===== src/rtl/tmds_pkg.sv =====
// Shared TMDS encoder types, symbol tables and helpers.
// Latency: n/a (declarations only).
// Backpressure: n/a.
package tmds_pkg;

  typedef enum logic [2:0] {
    MODE_CTRL  = 3'd0,
    MODE_VIDEO = 3'd1,
    MODE_VGB   = 3'd2,
    MODE_DI    = 3'd3,
    MODE_DIGB  = 3'd4
  } tmds_mode_e;

  // Indexed by {c1,c0}.
  localparam logic [9:0] CTRL_WORD [0:3] = '{
    10'b1101010100, 10'b0010101011, 10'b0101010100, 10'b1010101011
  };

  localparam logic [9:0] TERC4_WORD [0:15] = '{
    10'b1010011100, 10'b1001100011, 10'b1011100100, 10'b1011100010,
    10'b0101110001, 10'b0100011110, 10'b0110001110, 10'b0100111100,
    10'b1011001100, 10'b0100111001, 10'b0110011100, 10'b1011000110,
    10'b1010001110, 10'b1001110001, 10'b0101100011, 10'b1011000011
  };

  localparam logic [9:0] VGB_CH02 = 10'b1011001100;
  localparam logic [9:0] VGB_CH1  = 10'b0100110011;
  localparam logic [9:0] DIGB_CH12 = 10'b0100110011;

  function automatic logic [3:0] popcount8(input logic [7:0] d);
    logic [3:0] n;
    n = '0;
    for (int i = 0; i < 8; i++) n = n + {3'b000, d[i]};
    return n;
  endfunction

endpackage


===== src/rtl/tmds_dc_balance.sv =====
// Stage-2 video path: running-disparity DC balancing of q_m into a 10-bit word.
// Latency: word is combinational from q_m/cnt; cnt advances on each clk_pixel edge.
// Backpressure: none; one word per cycle.
// Ports: clk_pixel, reset (sync, active-high), video_en (stage-2 mode is video),
//        q_m[8:0] (transition-minimised byte), word[9:0] (balanced video symbol).
module tmds_dc_balance
  import tmds_pkg::*;
(
  input  logic       clk_pixel,
  input  logic       reset,
  input  logic       video_en,
  input  logic [8:0] q_m,
  output logic [9:0] word
);

  logic signed [4:0] cnt;
  logic        [3:0] n1;
  logic signed [4:0] diff;   // n1 - n0 of q_m[7:0]
  logic signed [4:0] delta;

  always_comb begin
    n1    = popcount8(q_m[7:0]);
    // n1 - n0 == 2*n1 - 8; the 5-bit wrap is harmless since the result is within -8..8.
    diff  = $signed({n1, 1'b0}) - 5'sd8;
    word  = '0;
    delta = '0;
    if (cnt == 5'sd0 || n1 == 4'd4) begin
      word  = {~q_m[8], q_m[8], q_m[8] ? q_m[7:0] : ~q_m[7:0]};
      delta = q_m[8] ? diff : -diff;
    end else if ((cnt > 5'sd0 && n1 > 4'd4) || (cnt < 5'sd0 && n1 < 4'd4)) begin
      word  = {1'b1, q_m[8], ~q_m[7:0]};
      delta = (q_m[8] ? 5'sd2 : 5'sd0) - diff;
    end else begin
      word  = {1'b0, q_m[8], q_m[7:0]};
      delta = diff - (q_m[8] ? 5'sd0 : 5'sd2);
    end
  end

  // Any non-video cycle restarts the disparity so each video run begins balanced.
  always_ff @(posedge clk_pixel) begin
    if (reset || !video_en) cnt <= '0;
    else                    cnt <= cnt + delta;
  end

endmodule


===== src/rtl/tmds_channel.sv =====
// Per-channel TMDS encoder: video, control, TERC4 and guard-band symbols.
// Latency: fixed 2 cycles for every mode (stage-1 capture, stage-2 output register).
// Backpressure: none; accepts and emits one word per clk_pixel.
// Ports: clk_pixel, reset (sync, active-high), mode[2:0], video_data[7:0],
//        control_data[1:0], data_island_data[3:0], tmds[9:0] (bit 0 sent first).
module tmds_channel
  import tmds_pkg::*;
#(
  parameter int unsigned CN = 0
) (
  input  logic       clk_pixel,
  input  logic       reset,
  input  logic [2:0] mode,
  input  logic [7:0] video_data,
  input  logic [1:0] control_data,
  input  logic [3:0] data_island_data,
  output logic [9:0] tmds
);

  // Stage 1: transition minimisation.
  logic [3:0] d_ones;
  logic       use_xnor;
  logic [8:0] q_m_d;

  always_comb begin
    d_ones   = popcount8(video_data);
    use_xnor = (d_ones > 4'd4) || (d_ones == 4'd4 && !video_data[0]);
    q_m_d    = '0;
    q_m_d[0] = video_data[0];
    for (int i = 1; i < 8; i++)
      q_m_d[i] = use_xnor ? ~(q_m_d[i-1] ^ video_data[i]) : (q_m_d[i-1] ^ video_data[i]);
    q_m_d[8] = ~use_xnor;
  end

  tmds_mode_e mode_q;
  logic [8:0] q_m_q;
  logic [1:0] ctrl_q;
  logic [3:0] di_q;

  always_ff @(posedge clk_pixel) begin
    if (reset) begin
      mode_q <= MODE_CTRL;
      q_m_q  <= '0;
      ctrl_q <= '0;
      di_q   <= '0;
    end else begin
      // Codes 5..7 collapse to control here so stage 2 only sees legal modes.
      mode_q <= (mode > 3'd4) ? MODE_CTRL : tmds_mode_e'(mode);
      q_m_q  <= q_m_d;
      ctrl_q <= control_data;
      di_q   <= data_island_data;
    end
  end

  // Stage 2: DC balance and final symbol select.
  logic [9:0] video_word;

  tmds_dc_balance u_dcb (
    .clk_pixel (clk_pixel),
    .reset     (reset),
    .video_en  (mode_q == MODE_VIDEO),
    .q_m       (q_m_q),
    .word      (video_word)
  );

  always_ff @(posedge clk_pixel) begin
    if (reset) begin
      tmds <= CTRL_WORD[0];
    end else begin
      case (mode_q)
        MODE_VIDEO: tmds <= video_word;
        MODE_VGB:   tmds <= (CN == 1) ? VGB_CH1 : VGB_CH02;
        MODE_DI:    tmds <= TERC4_WORD[di_q];
        // Channel 0 keeps carrying HSYNC/VSYNC as TERC4 during the guard band.
        MODE_DIGB:  tmds <= (CN == 0) ? TERC4_WORD[di_q] : DIGB_CH12;
        default:    tmds <= CTRL_WORD[ctrl_q];
      endcase
    end
  end

endmodule

===== config.mk =====
export PLATFORM = sky130hd
export DESIGN_NAME = tmds_channel
export DESIGN_NICKNAME = d
export VERILOG_FILES = /design/src/rtl/tmds_pkg.sv /design/src/rtl/tmds_dc_balance.sv /design/src/rtl/tmds_channel.sv
export SDC_FILE = /design/constraint.sdc
export NUM_CORES = 1
export LEC_CHECK = 0
export BUFFER_PORTS_ARGS = -buffer_cell sky130_fd_sc_hd__buf_2
export CAP_MARGIN = 10
export CORE_MARGIN = 2
export CORE_UTILIZATION = 55
export DETAILED_ROUTE_END_ITERATION = 8
export HOLD_SLACK_MARGIN = 0.03
export PLACE_DENSITY = 0.87
export SYNTH_ARGS = -nofsm -noshare
export SYNTH_HDL_FRONTEND = slang
export SYNTH_SLANG_ARGS = --single-unit

===== constraint.sdc =====
create_clock -name clk_pixel -period 6 [get_ports clk_pixel]
set_input_delay 0.6 -clock clk_pixel [delete_from_list [all_inputs] [get_ports clk_pixel]]
set_output_delay 0.6 -clock clk_pixel [all_outputs]
set_load 0.02 [all_outputs]

# Word level (Yosys, flattened, before mapping)
# Memories as Yosys holds them, arrays and structs flattened.
# Cells that the tools add are included.
totals:
  out_inout_bits: 10
  mem_bits_ro: 160
  ff_bits: 33
  n_memories: 1
classes:
  muxes: 21
  n_addsub: 19
  n_bitwise: 19
  reduce_logical: 12
  order_cmp: 8
  eq_ne: 6
memory_table:
  columns: ["memory", "words", "width", "read_ports", "rd_ports_with_merged_regs", "wr", "line_no", "text"]
  rows:
  - ["(name not given)", 16, 10, 1, 0, 0, "tmds_channel.sv:75", "MODE_DIGB: tmds <= (CN == 0) ? TERC4_WORD[di_q] : DIGB_CH12;"]
ops:
  columns: ["operator", "n"]
  rows:
  - ["$mux 10", 6]
  - ["$add 4x1->4", 10]
  - ["$pmux 10 s3", 1]
  - ["$bmux 10 s2", 1]
  - ["$mux 5", 3]
  - ["$sub 5x5->5", 2]
  - ["$not 1->1", 9]
  - ["$eq 4x3->1 const B", 2]
  - ["$gt 4x3->1 const B", 2]
  - ["$mux 8", 1]
  - ["$not 8->8", 1]
  - ["$mux 1", 7]
  - ["$xor 1x1->1", 7]
  - ["$eq 3x2->1 const B", 2]
  - ["$add 5x5->5", 1]
  - ["$ge 5x5->1 const B", 1]
  - ["$gt 5x1->1 const B", 1]
  - ["$logic_not 5->1", 1]
  - ["$lt 5x1->1 const B", 1]
  - ["$neg 5->5", 1]
  - ["$not 4->5", 1]
  - ["$sub 5x5->5 const B", 1]
  - ["$add 1x1->2", 2]
  - ["$add 3x1->4", 1]
  - ["other kinds (12)", 20]

# Depth between registers and ports, before layout
# Gate-level depths: netlist of the first run.
depth:
  ltp_word: 29
  depth_mapped: 21
  depth_no_buf: 21

# Cells and area by module
# From an unflattened synthesis of the first run, not the netlist that was laid out.
unflattened:
  hier_cells: 277
  area_unflattened_um2: 2457.4
by_module_without_submodules:
  columns: ["mod", "cells_each", "area_per_inst_um2", "seq_area_each_um2", "n_inst"]
  rows:
  - ["tmds_channel", 177, 1616.6, 560.5, 1]
  - ["tmds_dc_balance", 100, 840.8, 80.1, 1]

# Worst setup path after synthesis of the first run
# No wires, ideal clock.
synth_timing:
  path_kind: "flip-flop to flip-flop"
  from: "register q_m_q[0]"
  to: "register u_dcb.cnt[4]"
  synth_period_minus_slack_ns: 5.020
  t_arrival_ns: 4.891
  stages_incl_launch_ff: 22
  slack_ns: 0.980
  cell_sequence: "dfxtp_1 -> ha_1 -> inv_1 -> fa_1 -> fa_1 -> inv_1 -> fa_1 -> fa_1 -> xnor2_1 -> inv_1 -> ha_1 -> and2_1 -> a211oi_4 -> a21boi_0 -> o21ai_0 -> mux2i_1 -> ha_1 -> a21o_1 -> a21oi_1 -> xnor2_1 -> nand2b_1 -> mux2i_1"
synth_via:
  elab_chain_len: 13
  elab_cells_between_ends: 22
  classes_between: "add/sub (12); order compare (2); eq/ne (1); mux (3); reduce/logical (4)"
synth_rtl:
  columns: ["element", "line_no", "text"]
  rows:
  - ["start, declared", "tmds_channel.sv:36", "logic [8:0] q_m_q;"]
  - ["start signal, assigned", "tmds_channel.sv:49", "q_m_q <= q_m_d;"]
  - ["$add 1x1->2 *", "tmds_pkg.sv:33", "for (int i = 0; i < 8; i++) n = n + {3'b000, d[i]};"]
  - ["$add 4x1->4 * (6 in series)", "tmds_pkg.sv:33", null]
  - ["branches (longest 4 deep; another with $sub 5x5->5)", null, null]
  - ["$mux 5 *", "tmds_dc_balance.sv:27", "if (cnt == 5'sd0 || n1 == 4'd4) begin"]
  - ["$add 5x5->5 *", "tmds_dc_balance.sv:42", "else cnt <= cnt + delta;"]
  - ["end signal, assigned", "tmds_dc_balance.sv:42", null]
  - ["end, declared", "tmds_dc_balance.sv:16", "logic signed [4:0] cnt;"]
# Every way passes the cells marked *.
# A chain may end at the register's enable or synchronous reset.

# Worst setup path after layout of the first run
# Ends and elaborated chain as after synthesis.

==> results of run 1 <==
[metal layers]
metal	track usage [%]	routed length [um]	up-vias
li1	-	-	1049
met5	0	0	-
met2	35.0	2460	81
met1	27.0	2260	988
met3	4.17	324	14
met4	9.01	119	0
[Yosys cell counts, drive strengths merged, types with 7 or more instances]
| library cell | n |
|---|---|
| inv | 35 |
| dfxtp | 32 |
| ha | 26 |
| nor2 | 25 |
| xnor2 | 20 |
| nand2 | 17 |
| a21oi | 13 |
| nor2b | 12 |
| clkbuf | 10 |
| fa | 9 |
| mux2i | 8 |
| o21ai | 7 |
[cell families after synthesis]
logic type               Yosys count  synth area share, %
AND/OR/NAND/NOR                   89                 18.2
AO/OA/AOI/OAI                     58                 17.1
buffers and inverters             48                 7.13
adder cells (fa/ha/maj)           35                 19.9
flip-flops                        32                 25.2
XOR/XNOR                          26                 8.94
multiplexers                       9                 3.59
[per-stage QoR]
step	worst slack, ns	cells	util (%)	total power [W]
2_1_floorplan	0.980	297	-	0.000984
3_3_place_gp	0.798	364	61.2	0.00116
3_5_place_dp	0.516	364	61.2	0.00117
4_1_cts	0.493	372	63.2	0.00135
5_1_grt	0.0998	372	63.2	0.00149
6_report	0.469	372	63.2	0.00135
[registers in the layout, summed over array words and instances (netlist names)]
signal and flops:
tmds 10, q_m_q 9, di_q 4, u_dcb.cnt 4, mode_q 3, ctrl_q 2
[area by class of cell]
cell class	count	area, um^2	area share (%)
sequential	32	641	23.0
clock inverter	3	18.8	0.673
clock buffer	5	68.8	2.47
multi-input combinational	217	1720	61.8
inverter	35	131	4.71
timing repair buffer	28	140	5.02
tap	52	65.1	2.33
[power breakdown]
group | internal [W] | leakage, nW | total [W] | switching [W]
Clock | 0.0000807 | 0.0479 | 0.000165 | 0.0000841
Combinational | 0.000408 | 0.912 | 0.000909 | 0.000501
Sequential | 0.000245 | 0.265 | 0.000275 | 0.0000301
Total | 0.000734 | 1.22 | 0.00135 | 0.000615
[worst max path at each step]
stage	from	end	slack [ns]	cells past startpoint
2_1_floorplan	q_m_q[0]	u_dcb.cnt[4]	0.98	21
3_3_place_gp	q_m_q[0]	u_dcb.cnt[4]	0.80	21
3_5_place_dp	q_m_q[0]	u_dcb.cnt[4]	0.52	21
4_1_cts	q_m_q[0]	u_dcb.cnt[4]	0.49	21
5_1_grt	q_m_q[0]	u_dcb.cnt[4]	0.1	21
6_report	q_m_q[0]	u_dcb.cnt[4]	0.47	21
[critical path, delay by kind of cell (launching register included)]
kind | cells | cell delay, ns
adders and majority gates | 7 | 2.54
and+or+nand+nor | 2 | 0.36
buffers and inverters | 3 | 0.24
DFF | 1 | 0.33
muxes | 2 | 0.20
AOI/OAI and AO/OA | 5 | 1.17
xor gates and xnor gates | 2 | 0.57
==> impl_results.html, run 1 <==
<table>
<tr><th>Metric</th><th>Value</th></tr>
<tr><th colspan="2">Status</th></tr>
<tr><td>Outcome</td><td>completed</td></tr>
<tr><th colspan="2">Final layout</th></tr>
<tr><td>Most used cells in the layout excluding fill and tap cells</td><td>inv_1 (35), dfxtp_1 (32), buf_2 (28), ha_1 (26), nor2_1 (25)</td></tr>
<tr><td>Area growth from synthesis to layout</td><td>9.53%</td></tr>
<tr><td>Fill cell total of the finished layout</td><td>378</td></tr>
<tr><td>Most common cell after layout, fill and taps aside</td><td>inv_1</td></tr>
<tr><td>Final Instance Area</td><td>2790 um^2</td></tr>
<tr><td>Final-stage net count</td><td>373</td></tr>
<tr><td>Count of inserted antenna diode cells</td><td>0</td></tr>
<tr><td>Fraction of layout cells with a size suffix above 1</td><td>14.1%</td></tr>
<tr><th colspan="2">GRT</th></tr>
<tr><td>Antenna violations before repair</td><td>0</td></tr>
<tr><td>Number of global-route vias before repair</td><td>1989</td></tr>
<tr><td>Overall global routing resource usage</td><td>21.1%</td></tr>
<tr><td>Grt total ovfl</td><td>0</td></tr>
<tr><td>Maximum number of pins on one net before global-route repair</td><td>29</td></tr>
<tr><td>First-pass GRT wire length</td><td>8650 um</td></tr>
<tr><th colspan="2">STA</th></tr>
<tr><td>Slew at the pin closest to its max-slew limit</td><td>0.564 ns</td></tr>
<tr><td>Setup repair after global routing missed its margin</td><td>no</td></tr>
<tr><td>Setup_tns</td><td>0 ns</td></tr>
<tr><td>Achievable clock frequency</td><td>181 MHz</td></tr>
<tr><td>Count of endpoints failing hold in the final timing report</td><td>0</td></tr>
<tr><td># setup viols final</td><td>0</td></tr>
<tr><td>Fin crit share</td><td>92.2%</td></tr>
<tr><td>Relative slew slack</td><td>62.4%</td></tr>
<tr><td>Fin Clk Skew</td><td>0.00589 ns</td></tr>
<tr><td>Final number of max-transition violations</td><td>0</td></tr>
<tr><td>Tightest hold margin</td><td>0.483 ns</td></tr>
<tr><td>Final critical delay including setup and external delays</td><td>5.53 ns</td></tr>
<tr><th colspan="2">Worst setup path</th></tr>
<tr><td>Required time worst endpoint</td><td>6.16 ns</td></tr>
<tr><td>R2r endpoint</td><td>u_dcb.cnt[4]</td></tr>
<tr><td>Worst Setup End Kind</td><td>flip-flop</td></tr>
<tr><td>Internal reg-to-reg setup slack</td><td>0.47 ns</td></tr>
<tr><td>Critical path launch point type</td><td>flip-flop</td></tr>
<tr><td>Cell occurring most often along the worst timing path</td><td>fa_1</td></tr>
<tr><td>Setup CP Type</td><td>reg -&gt; reg</td></tr>
<tr><td>CP Data Arrival Time</td><td>5.69 ns</td></tr>
<tr><td>Cells traversed along the worst timing path</td><td>ha_1 -&gt; inv_1 -&gt; fa_1 -&gt; fa_1 -&gt; inv_1 -&gt; fa_1 -&gt; fa_1 -&gt; xnor2_1 -&gt; inv_1 -&gt; ha_1 -&gt; and2_1 -&gt; a211oi_4 -&gt; a21boi_0 -&gt; o21ai_0 -&gt; mux2i_1 -&gt; ha_1 -&gt; a21o_1 -&gt; a21oi_1 -&gt; xnor2_1 -&gt; nand2b_1 -&gt; mux2i_1</td></tr>
<tr><td>CP Max Fanout</td><td>5</td></tr>
<tr><td>Biggest cell delay along the critical path</td><td>0.49 ns</td></tr>
<tr><td>Cell at the slowest stage of the critical path</td><td>fa_1</td></tr>
<tr><td>Number of cells traversed by the worst register-to-register path</td><td>21</td></tr>
<tr><td>Worst reg2reg startpoint</td><td>q_m_q[0]</td></tr>
<tr><th colspan="2">Detailed routing</th></tr>
<tr><td>Number of routed nets with antenna violations</td><td>0</td></tr>
<tr><td>Average wire length per cell after detail routing</td><td>13.9 um</td></tr>
<tr><td>Wirelength, routed</td><td>5170 um</td></tr>
<tr><td>Number of DRC markers after the initial detailed-route iteration</td><td>157</td></tr>
<tr><td>Post-route DRC</td><td>0</td></tr>
<tr><td>Total via count in the routed design</td><td>2132</td></tr>
<tr><td>DRT Pass-1 Iters</td><td>5</td></tr>
<tr><td>Via-per-instance ratio</td><td>5.73</td></tr>
<tr><th colspan="2">Floorplan</th></tr>
<tr><td>Core region area</td><td>4410 um^2</td></tr>
<tr><td>Initial cell density of the core</td><td>57.7%</td></tr>
<tr><td>Number of rows created at floorplan</td><td>24</td></tr>
<tr><td>Die boundary width</td><td>72.0 um</td></tr>
<tr><td>IO Pins</td><td>29</td></tr>
<tr><td>Die Area</td><td>5190 um^2</td></tr>
<tr><td>Die Ht</td><td>72.0 um</td></tr>
<tr><th colspan="2">Placed design</th></tr>
<tr><td>Post-detail-place hpwl</td><td>4060 um</td></tr>
<tr><td>Final weighted congestion in routability-driven placement</td><td>0.882</td></tr>
<tr><td>Port Buffer Count</td><td>28</td></tr>
<tr><td>Total cell area at the placement stage</td><td>2700 um^2</td></tr>
<tr><th colspan="2">Logic synthesis</th></tr>
<tr><td>Post-synth EDFFs</td><td>0</td></tr>
<tr><td>Synth Net Count</td><td>351</td></tr>
<tr><td>Share of the synthesized area in the top cell type</td><td>25.2%</td></tr>
<tr><td>Mean instance size in the synthesized netlist</td><td>8.57 um^2</td></tr>
<tr><td>Top cells by area in the synthesized netlist</td><td>dfxtp_1 (25%), ha_1 (13%), fa_1 (7.1%)</td></tr>
<tr><td>Synthesized instance count</td><td>297</td></tr>
<tr><td>Area of the mapped netlist</td><td>2550 um^2</td></tr>
<tr><td>Number of synthesized register bits</td><td>32</td></tr>
<tr><td>Post-synthesis sequential area ratio</td><td>25.2%</td></tr>
<tr><td>Yosys top cell by area</td><td>dfxtp_1</td></tr>
<tr><td>Async set-reset flop share out of synthesis</td><td>0%</td></tr>
<tr><td>Most used flip-flop cell after synthesis</td><td>dfxtp_1</td></tr>
<tr><td>Unique cell type count in the Yosys netlist</td><td>50</td></tr>
<tr><td>Synth warnings</td><td>0</td></tr>
<tr><th colspan="2">Worst hold path</th></tr>
<tr><td>Worst hold path endpoint</td><td>mode_q[2]</td></tr>
<tr><td>Hold Startpoint</td><td>mode[0]</td></tr>
<tr><td>Min-Delay Path Class</td><td>in -&gt; reg</td></tr>
<tr><td>Hold Path Stages</td><td>2</td></tr>
<tr><th colspan="2">CTS</th></tr>
<tr><td>TritonCTS buffer count</td><td>5</td></tr>
<tr><td>Maximum count of clock buffers along a single path</td><td>2</td></tr>
<tr><td>Hold_buf cts</td><td>0</td></tr>
<tr><td>Total clock sinks</td><td>32</td></tr>
<tr><td>Worst-Skew Late Latency</td><td>0.28 ns</td></tr>
<tr><td>Root buffer selected by CTS</td><td>clkbuf_8</td></tr>
<tr><td>Post-CTS Resized</td><td>0</td></tr>
<tr><td>Clock-pin slew on the worst setup and hold paths</td><td>0.07 ns</td></tr>
<tr><td>Number of setup buffers added after CTS</td><td>0</td></tr>
<tr><td>TritonCTS clock tree</td><td>yes</td></tr>
<tr><td>H-Tree Depth</td><td>2</td></tr>
<tr><th colspan="2">Run</th></tr>
<tr><td>Max capacitance violation total</td><td>0</td></tr>
<tr><th colspan="2">Power and ir drop</th></tr>
<tr><td>Power density of the placed cells</td><td>484 nW/um^2</td></tr>
<tr><td>Leak</td><td>1.22 nW</td></tr>
<tr><td>Worst vdd ir</td><td>200 uV</td></tr>
</table>
(Power assumes the default switching activity.)
==> run 2: changes to the inputs <==
--- a/config.mk
+++ b/config.mk
@@ -5,7 +5,7 @@
 export SDC_FILE = /design/constraint.sdc
 export NUM_CORES = 1
 export LEC_CHECK = 0
-export BUFFER_PORTS_ARGS = -buffer_cell sky130_fd_sc_hd__buf_2
+export BUFFER_PORTS_ARGS = -buffer_cell sky130_fd_sc_hd__buf_4
 export CAP_MARGIN = 10
 export CORE_MARGIN = 2
 export CORE_UTILIZATION = 55
==> run 2 against run 1 <==
Sequential power about the same. Fmax decreased by 0.23%. Wire length decreased by 0.35%. Cell count unchanged. Final area increased by 3.2%. Critical path depth unchanged. Highest routed layer unchanged.
==> impl_results.html, run 2 (synthesis results as in run 1) <==
<table>
<tr><th>Metric</th><th>Value</th></tr>
<tr><th colspan="2">CTS</th></tr>
<tr><td>TritonCTS clock tree</td><td>yes</td></tr>
<tr><td>Hold_buf cts</td><td>0</td></tr>
<tr><td>Worst-Skew Late Latency</td><td>0.28 ns</td></tr>
<tr><td>Number of setup buffers added after CTS</td><td>0</td></tr>
<tr><td>Maximum count of clock buffers along a single path</td><td>2</td></tr>
<tr><td>H-Tree Depth</td><td>2</td></tr>
<tr><td>Total clock sinks</td><td>32</td></tr>
<tr><td>Clock-pin slew on the worst setup and hold paths</td><td>0.07 ns</td></tr>
<tr><td>Post-CTS Resized</td><td>0</td></tr>
<tr><td>TritonCTS buffer count</td><td>5</td></tr>
<tr><td>Root buffer selected by CTS</td><td>clkbuf_8</td></tr>
<tr><th colspan="2">Detailed routing</th></tr>
<tr><td>Post-route DRC</td><td>0</td></tr>
<tr><td>DRT Pass-1 Iters</td><td>5</td></tr>
<tr><td>Number of DRC markers after the initial detailed-route iteration</td><td>165</td></tr>
<tr><td>Routed wire length on met2</td><td>2570 um</td></tr>
<tr><td>Met1 wire length</td><td>2160 um</td></tr>
<tr><td>Wirelength, routed</td><td>5150 um</td></tr>
<tr><td>Routed met3 length</td><td>316 um</td></tr>
<tr><td>Via-per-instance ratio</td><td>5.75</td></tr>
<tr><td>Average wire length per cell after detail routing</td><td>13.8 um</td></tr>
<tr><td>Total via count in the routed design</td><td>2138</td></tr>
<tr><td>Number of routed nets with antenna violations</td><td>0</td></tr>
<tr><td>Top layer in use</td><td>met4</td></tr>
<tr><th colspan="2">Placed design</th></tr>
<tr><td>Total cell area at the placement stage</td><td>2770 um^2</td></tr>
<tr><td>Final weighted congestion in routability-driven placement</td><td>1.03</td></tr>
<tr><td>Port Buffer Count</td><td>28</td></tr>
<tr><td>Post-detail-place hpwl</td><td>4130 um</td></tr>
<tr><th colspan="2">Power and ir drop</th></tr>
<tr><td>Worst vdd ir</td><td>251 uV</td></tr>
<tr><td>Leak</td><td>1.26 nW</td></tr>
<tr><td>Power density of the placed cells</td><td>490 nW/um^2</td></tr>
<tr><th colspan="2">Final layout</th></tr>
<tr><td>Count of inserted antenna diode cells</td><td>0</td></tr>
<tr><td>Area growth from synthesis to layout</td><td>13.1%</td></tr>
<tr><td>Top register by number of flip-flops</td><td>tmds</td></tr>
<tr><td>Most common cell after layout, fill and taps aside</td><td>inv_1</td></tr>
<tr><td>Most used cells in the layout excluding fill and tap cells</td><td>inv_1 (35), dfxtp_1 (32), buf_4 (28), ha_1 (26), nor2_1 (25)</td></tr>
<tr><td>Final-stage net count</td><td>373</td></tr>
<tr><td>Final core utilization</td><td>65.2%</td></tr>
<tr><td>Fraction of layout cells with a size suffix above 1</td><td>13.8%</td></tr>
<tr><td>Final Instance Area</td><td>2880 um^2</td></tr>
<tr><td>Largest registers</td><td>tmds (10), q_m_q (9)</td></tr>
<tr><td>Number of flip-flops under the largest register name</td><td>10</td></tr>
<tr><th colspan="2">Floorplan</th></tr>
<tr><td>Number of rows created at floorplan</td><td>24</td></tr>
<tr><td>Die boundary width</td><td>72.0 um</td></tr>
<tr><td>IO Pins</td><td>29</td></tr>
<tr><td>Die Area</td><td>5190 um^2</td></tr>
<tr><td>Core region area</td><td>4410 um^2</td></tr>
<tr><td>Die Ht</td><td>72.0 um</td></tr>
<tr><td>Initial cell density of the core</td><td>57.7%</td></tr>
<tr><th colspan="2">GRT</th></tr>
<tr><td>Overall global routing resource usage</td><td>22.1%</td></tr>
<tr><td>Grt total ovfl</td><td>0</td></tr>
<tr><td>First-pass GRT wire length</td><td>9180 um</td></tr>
<tr><td>Number of global-route vias before repair</td><td>2146</td></tr>
<tr><td>Antenna violations before repair</td><td>0</td></tr>
<tr><td>Maximum number of pins on one net before global-route repair</td><td>29</td></tr>
<tr><th colspan="2">STA</th></tr>
<tr><td>Fin Clk Skew</td><td>0.00704 ns</td></tr>
<tr><td>Setup repair after global routing missed its margin</td><td>no</td></tr>
<tr><td>Final critical delay including setup and external delays</td><td>5.54 ns</td></tr>
<tr><td>Final number of max-transition violations</td><td>0</td></tr>
<tr><td>Slew at the pin closest to its max-slew limit</td><td>0.575 ns</td></tr>
<tr><td>Setup_tns</td><td>0 ns</td></tr>
<tr><td># setup viols final</td><td>0</td></tr>
<tr><td>Achievable clock frequency</td><td>180 MHz</td></tr>
<tr><td>Count of endpoints failing hold in the final timing report</td><td>0</td></tr>
<tr><td>Relative slew slack</td><td>61.6%</td></tr>
<tr><td>Fin crit share</td><td>92.4%</td></tr>
<tr><th colspan="2">Worst setup path</th></tr>
<tr><td>Setup CP Type</td><td>reg -&gt; reg</td></tr>
<tr><td>CP Data Arrival Time</td><td>5.70 ns</td></tr>
<tr><td>Critical path launch point type</td><td>flip-flop</td></tr>
<tr><td>Required time worst endpoint</td><td>6.16 ns</td></tr>
<tr><td>CP Max Fanout</td><td>5</td></tr>
<tr><td>Worst Setup End Kind</td><td>flip-flop</td></tr>
<tr><th colspan="2">Status</th></tr>
<tr><td>Outcome</td><td>completed</td></tr>
<tr><th colspan="2">Worst hold path</th></tr>
<tr><td>Min-Delay Path Class</td><td>in -&gt; reg</td></tr>
<tr><th colspan="2">Run</th></tr>
<tr><td>Max capacitance violation total</td><td>0</td></tr>
</table>
run 2: worst max-delay path, stage by stage (launching register included):
cell and delay, ns:
dfxtp_1 0.33, ha_1 0.29, inv_1 0.07, fa_1 0.43, fa_1 0.49, inv_1 0.04, fa_1 0.41, fa_1 0.39
xnor2_1 0.42, inv_1 0.14, ha_1 0.25, and2_1 0.22, a211oi_4 0.32, a21boi_0 0.23, o21ai_0 0.28, mux2i_1 0.11
ha_1 0.29, a21o_1 0.18, a21oi_1 0.18, xnor2_1 0.15, nand2b_1 0.12, mux2i_1 0.06
run 2: final timing paths:
check,slack [ns],cells past startpoint,from,to
worst max-delay path,0.46,21,q_m_q[0],u_dcb.cnt[4]
worst max register to register,0.46,21,q_m_q[0],u_dcb.cnt[4]
worst min-delay path,0.48,2,mode[0],mode_q[2]
worst min register to register,0.57,2,q_m_q[0],tmds[0]
run 2: report_power, final:
group	total, W	leakage, nW	internal, W	switching [W]
combinational	0.000935	0.936	0.000419	0.000516
sequential	0.000276	0.265	0.000245	0.0000305
clock	0.000199	0.0552	0.000123	0.0000762
run 2: layer usage:
layer / global-route usage, % / up-vias
met5: 0 / -
met4: 7.76 / 0
met3: 3.47 / 13
met2: 39.0 / 85
met1: 27.5 / 989
li1: - / 1051
run 2: layout make-up:
| cell class | instances | area, um^2 |
|---|---|---|
| clock buffers | 6 | 72.6 |
| clock inverters | 2 | 35.0 |
| fillers | 374 | 1540 |
| inverters | 35 | 131 |
| multi-input cells | 217 | 1720 |
| flip-flops and latches | 32 | 641 |
| well taps | 52 | 65.1 |
| repair buffers | 28 | 210 |
run 2: through the flow:
step	hold WS [ns]	std cells	setup WS, ns	power (W)
after global placement	0.534	364	0.816	0.00117
after global routing	0.474	372	0.128	0.00154
after floorplan	0.480	297	0.980	0.000984
after detailed placement	0.563	364	0.495	0.00119
final	0.479	372	0.456	0.00141
after CTS	0.475	372	0.478	0.00140
==> run 3: changes to the inputs <==
--- a/config.mk
+++ b/config.mk
@@ -8,10 +8,10 @@
 export BUFFER_PORTS_ARGS = -buffer_cell sky130_fd_sc_hd__buf_4
 export CAP_MARGIN = 10
 export CORE_MARGIN = 2
-export CORE_UTILIZATION = 55
+export CORE_UTILIZATION = 40
 export DETAILED_ROUTE_END_ITERATION = 8
 export HOLD_SLACK_MARGIN = 0.03
-export PLACE_DENSITY = 0.87
+export PLACE_DENSITY = 0.69
 export SYNTH_ARGS = -nofsm -noshare
 export SYNTH_HDL_FRONTEND = slang
 export SYNTH_SLANG_ARGS = --single-unit
==> constraint.sdc (replaced) <==
create_clock -name clk_pixel -period 5.25 [get_ports clk_pixel]
set_input_delay 0.525 -clock clk_pixel [delete_from_list [all_inputs] [get_ports clk_pixel]]
set_output_delay 0.525 -clock clk_pixel [all_outputs]
set_load 0.02 [all_outputs]
==> run 3 against run 2 <==
Non-clock buffer count up 2. First-iteration DRC count down 58%. Via count down 2.8%. Sequential share of layout area down 0.38 points. Sequential cell count unchanged. Worst hold slack worse by 0.090 ns.
==> impl_results.html, run 3 (synthesis results as in run 1) <==
<table>
<tr><th>Metric</th><th>Value</th></tr>
<tr><th colspan="2">Status</th></tr>
<tr><td>Outcome</td><td>completed</td></tr>
<tr><th colspan="2">STA</th></tr>
<tr><td>Setup_tns</td><td>0 ns</td></tr>
<tr><td>Achievable clock frequency</td><td>201 MHz</td></tr>
<tr><td>Fin Clk Skew</td><td>0.0127 ns</td></tr>
<tr><td>Relative slew slack</td><td>61.7%</td></tr>
<tr><td>Final number of max-transition violations</td><td>0</td></tr>
<tr><td>Count of endpoints failing hold in the final timing report</td><td>0</td></tr>
<tr><td>Final critical delay including setup and external delays</td><td>4.98 ns</td></tr>
<tr><td>Slew at the pin closest to its max-slew limit</td><td>0.574 ns</td></tr>
<tr><td>Setup repair after global routing missed its margin</td><td>no</td></tr>
<tr><td>Fin crit share</td><td>94.9%</td></tr>
<tr><td># setup viols final</td><td>0</td></tr>
<tr><th colspan="2">Final layout</th></tr>
<tr><td>Register area</td><td>641 um^2</td></tr>
<tr><td>Most used cells in the layout excluding fill and tap cells</td><td>inv_1 (35), dfxtp_1 (32), buf_4 (30), ha_1 (26), nor2_1 (25)</td></tr>
<tr><td>Area taken by multi-input logic gates</td><td>1730 um^2</td></tr>
<tr><td>Final-stage net count</td><td>375</td></tr>
<tr><td>Most common cell after layout, fill and taps aside</td><td>inv_1</td></tr>
<tr><td>Largest registers</td><td>tmds (10), q_m_q (9)</td></tr>
<tr><td>Final Instance Area</td><td>2930 um^2</td></tr>
<tr><td>Count of inserted antenna diode cells</td><td>0</td></tr>
<tr><td>Top register by number of flip-flops</td><td>tmds</td></tr>
<tr><td>Fraction of layout cells with a size suffix above 1</td><td>14.6%</td></tr>
<tr><td>Number of flip-flops under the largest register name</td><td>10</td></tr>
<tr><td>Fill cell total of the finished layout</td><td>624</td></tr>
<tr><td>Area growth from synthesis to layout</td><td>15.0%</td></tr>
<tr><th colspan="2">Floorplan</th></tr>
<tr><td>Die Area</td><td>7020 um^2</td></tr>
<tr><td>Die Ht</td><td>83.8 um</td></tr>
<tr><td>Number of rows created at floorplan</td><td>29</td></tr>
<tr><td>Initial cell density of the core</td><td>40.8%</td></tr>
<tr><td>Core region area</td><td>6240 um^2</td></tr>
<tr><td>Die boundary width</td><td>83.8 um</td></tr>
<tr><td>IO Pins</td><td>29</td></tr>
<tr><th colspan="2">Worst setup path</th></tr>
<tr><td>CP Max Fanout</td><td>4</td></tr>
<tr><td>Required time worst endpoint</td><td>5.43 ns</td></tr>
<tr><td>Setup CP Type</td><td>reg -&gt; reg</td></tr>
<tr><td>Cell occurring most often along the worst timing path</td><td>fa_1</td></tr>
<tr><td>CP Data Arrival Time</td><td>5.16 ns</td></tr>
<tr><td>Worst Setup End Kind</td><td>flip-flop</td></tr>
<tr><td>Cells traversed along the worst timing path</td><td>ha_1 -&gt; inv_1 -&gt; fa_1 -&gt; fa_1 -&gt; inv_1 -&gt; fa_1 -&gt; fa_1 -&gt; inv_1 -&gt; ha_1 -&gt; and2_1 -&gt; a211o_1 -&gt; o211ai_1 -&gt; o21ai_1 -&gt; mux2i_1 -&gt; ha_1 -&gt; a21o_1 -&gt; a21oi_1 -&gt; xnor2_1 -&gt; nand2b_1 -&gt; mux2i_1</td></tr>
<tr><td>Cell at the slowest stage of the critical path</td><td>fa_1</td></tr>
<tr><td>Critical path launch point type</td><td>flip-flop</td></tr>
<tr><td>Biggest cell delay along the critical path</td><td>0.58 ns</td></tr>
<tr><td>Kind of cell with the highest combined delay on the critical path</td><td>adder cells</td></tr>
<tr><td>Worst path bufs/invs</td><td>3</td></tr>
<tr><th colspan="2">GRT</th></tr>
<tr><td>Antenna violations before repair</td><td>0</td></tr>
<tr><td>Overall global routing resource usage</td><td>15.9%</td></tr>
<tr><td>Number of global-route vias before repair</td><td>1980</td></tr>
<tr><td>Grt total ovfl</td><td>0</td></tr>
<tr><td>First-pass GRT wire length</td><td>9080 um</td></tr>
<tr><td>Maximum number of pins on one net before global-route repair</td><td>29</td></tr>
<tr><th colspan="2">Detailed routing</th></tr>
<tr><td>Wirelength, routed</td><td>5210 um</td></tr>
<tr><td>Average wire length per cell after detail routing</td><td>13.1 um</td></tr>
<tr><td>Number of DRC markers after the initial detailed-route iteration</td><td>69</td></tr>
<tr><td>DRT Pass-1 Iters</td><td>4</td></tr>
<tr><td>Post-route DRC</td><td>0</td></tr>
<tr><td>Number of routed nets with antenna violations</td><td>0</td></tr>
<tr><td>Via-per-instance ratio</td><td>5.21</td></tr>
<tr><td>Total via count in the routed design</td><td>2078</td></tr>
<tr><th colspan="2">CTS</th></tr>
<tr><td>Maximum count of clock buffers along a single path</td><td>2</td></tr>
<tr><td>Worst-Skew Late Latency</td><td>0.29 ns</td></tr>
<tr><td>TritonCTS buffer count</td><td>5</td></tr>
<tr><td>Total clock sinks</td><td>32</td></tr>
<tr><td>H-Tree Depth</td><td>2</td></tr>
<tr><td>TritonCTS clock tree</td><td>yes</td></tr>
<tr><td>Clock-pin slew on the worst setup and hold paths</td><td>0.07 ns</td></tr>
<tr><td>Root buffer selected by CTS</td><td>clkbuf_8</td></tr>
<tr><th colspan="2">Power and ir drop</th></tr>
<tr><td>Power density of the placed cells</td><td>553 nW/um^2</td></tr>
<tr><td>Clk network pwr share</td><td>14.6%</td></tr>
<tr><td>Design Power</td><td>0.00162 W</td></tr>
<tr><td>P_sw</td><td>0.000710 W</td></tr>
<tr><td>Share of total power consumed by net switching</td><td>43.8%</td></tr>
<tr><td>Relative contribution of combinational cells to total power</td><td>65.9%</td></tr>
<tr><td>Flop pwr share</td><td>19.5%</td></tr>
<tr><td>Worst vdd ir</td><td>357 uV</td></tr>
<tr><td>Leak</td><td>1.27 nW</td></tr>
<tr><td>P_int</td><td>0.000910 W</td></tr>
<tr><th colspan="2">Placed design</th></tr>
<tr><td>Port Buffer Count</td><td>28</td></tr>
<tr><td>Post-detail-place hpwl</td><td>4130 um</td></tr>
<tr><td>Total cell area at the placement stage</td><td>2810 um^2</td></tr>
<tr><td>Final weighted congestion in routability-driven placement</td><td>0.879</td></tr>
<tr><th colspan="2">Worst hold path</th></tr>
<tr><td>Min-Delay Path Class</td><td>in -&gt; reg</td></tr>
<tr><th colspan="2">Run</th></tr>
<tr><td>Max capacitance violation total</td><td>0</td></tr>
</table>
run 3: cell count changes in the layout (fill, tap and decap cells not counted):
cell	previous run	this run
a21boi_1	0	1
a21boi_0	1	0
a21oi_1	12	11
o21ai_1	0	1
buf_4	28	30
o21ai_0	7	6
a21oi_2	1	2
run 3: worst reg2reg max path, stage by stage (launching register included):
cell and delay (ns):
dfxtp_1 0.32, ha_1 0.29, inv_1 0.08, fa_1 0.43
fa_1 0.49, inv_1 0.05, fa_1 0.41, fa_1 0.58
inv_1 0.12, ha_1 0.24, and2_1 0.19, a211o_1 0.33
o211ai_1 0.16, o21ai_1 0.11, mux2i_1 0.15, ha_1 0.25
a21o_1 0.17, a21oi_1 0.18, xnor2_1 0.15, nand2b_1 0.12
mux2i_1 0.06
run 3: what timing repair did:
action,CTS,global route
hold buffers,0,0
buffers inserted,0,1
gates resized for setup,0,3
endpoints found under the setup margin,0,3
run 3: layout make-up:
cell class,instances,area share (%)
clock buffer,6,2.48
clock inverter,2,1.20
inverter,35,4.49
multi-input combinational,217,59.0
sequential,32,21.9
tap,77,3.29
timing repair buffer,30,7.69
run 3: layer usage:
layer	up-vias	wire length, um	GRT usage [%]	part of all wire, %
li1	1057	-	-	-
met1	961	2450	21.6	47
met2	51	2430	24.9	47
met3	9	239	3.26	4.6
met4	0	94	6.16	1.8
met5	-	0	0	0
run 3: per-stage QoR:
| stage | hold slack [ns] | instances | setup slack (ns) | utilization [%] |
|---|---|---|---|---|
| finish | 0.389 | 399 | 0.268 | 46.9 |
| global route | 0.399 | 399 | 0.0360 | 46.9 |
| CTS | 0.384 | 398 | 0.0315 | 46.8 |
| detailed placement | 0.549 | 390 | 0.0325 | 45.0 |
| global placement | 0.539 | 390 | 0.260 | 45.0 |
| floorplan | 0.480 | 297 | 0.230 | - |
run 3: power groups by stage:
stage	logic, W	registers (W)	clock network (W)
finish	0.00107	0.000316	0.000237
detailed placement	0.00105	0.000322	0
floorplan	0.000810	0.000315	0
global placement	0.00103	0.000320	0
CTS	0.00106	0.000316	0.000241
global route	0.00121	0.000322	0.000252
run 3: path summary, 6_finish.rpt:
kind | slack (ns) | end | startpoint | cells after the start
setup / recovery | 0.27 | u_dcb.cnt[4] | q_m_q[0] | 20
setup reg to reg | 0.27 | u_dcb.cnt[4] | q_m_q[0] | 20
hold reg to reg | 0.55 | tmds[0] | q_m_q[0] | 2
hold / removal | 0.39 | mode_q[2] | mode[0] | 2
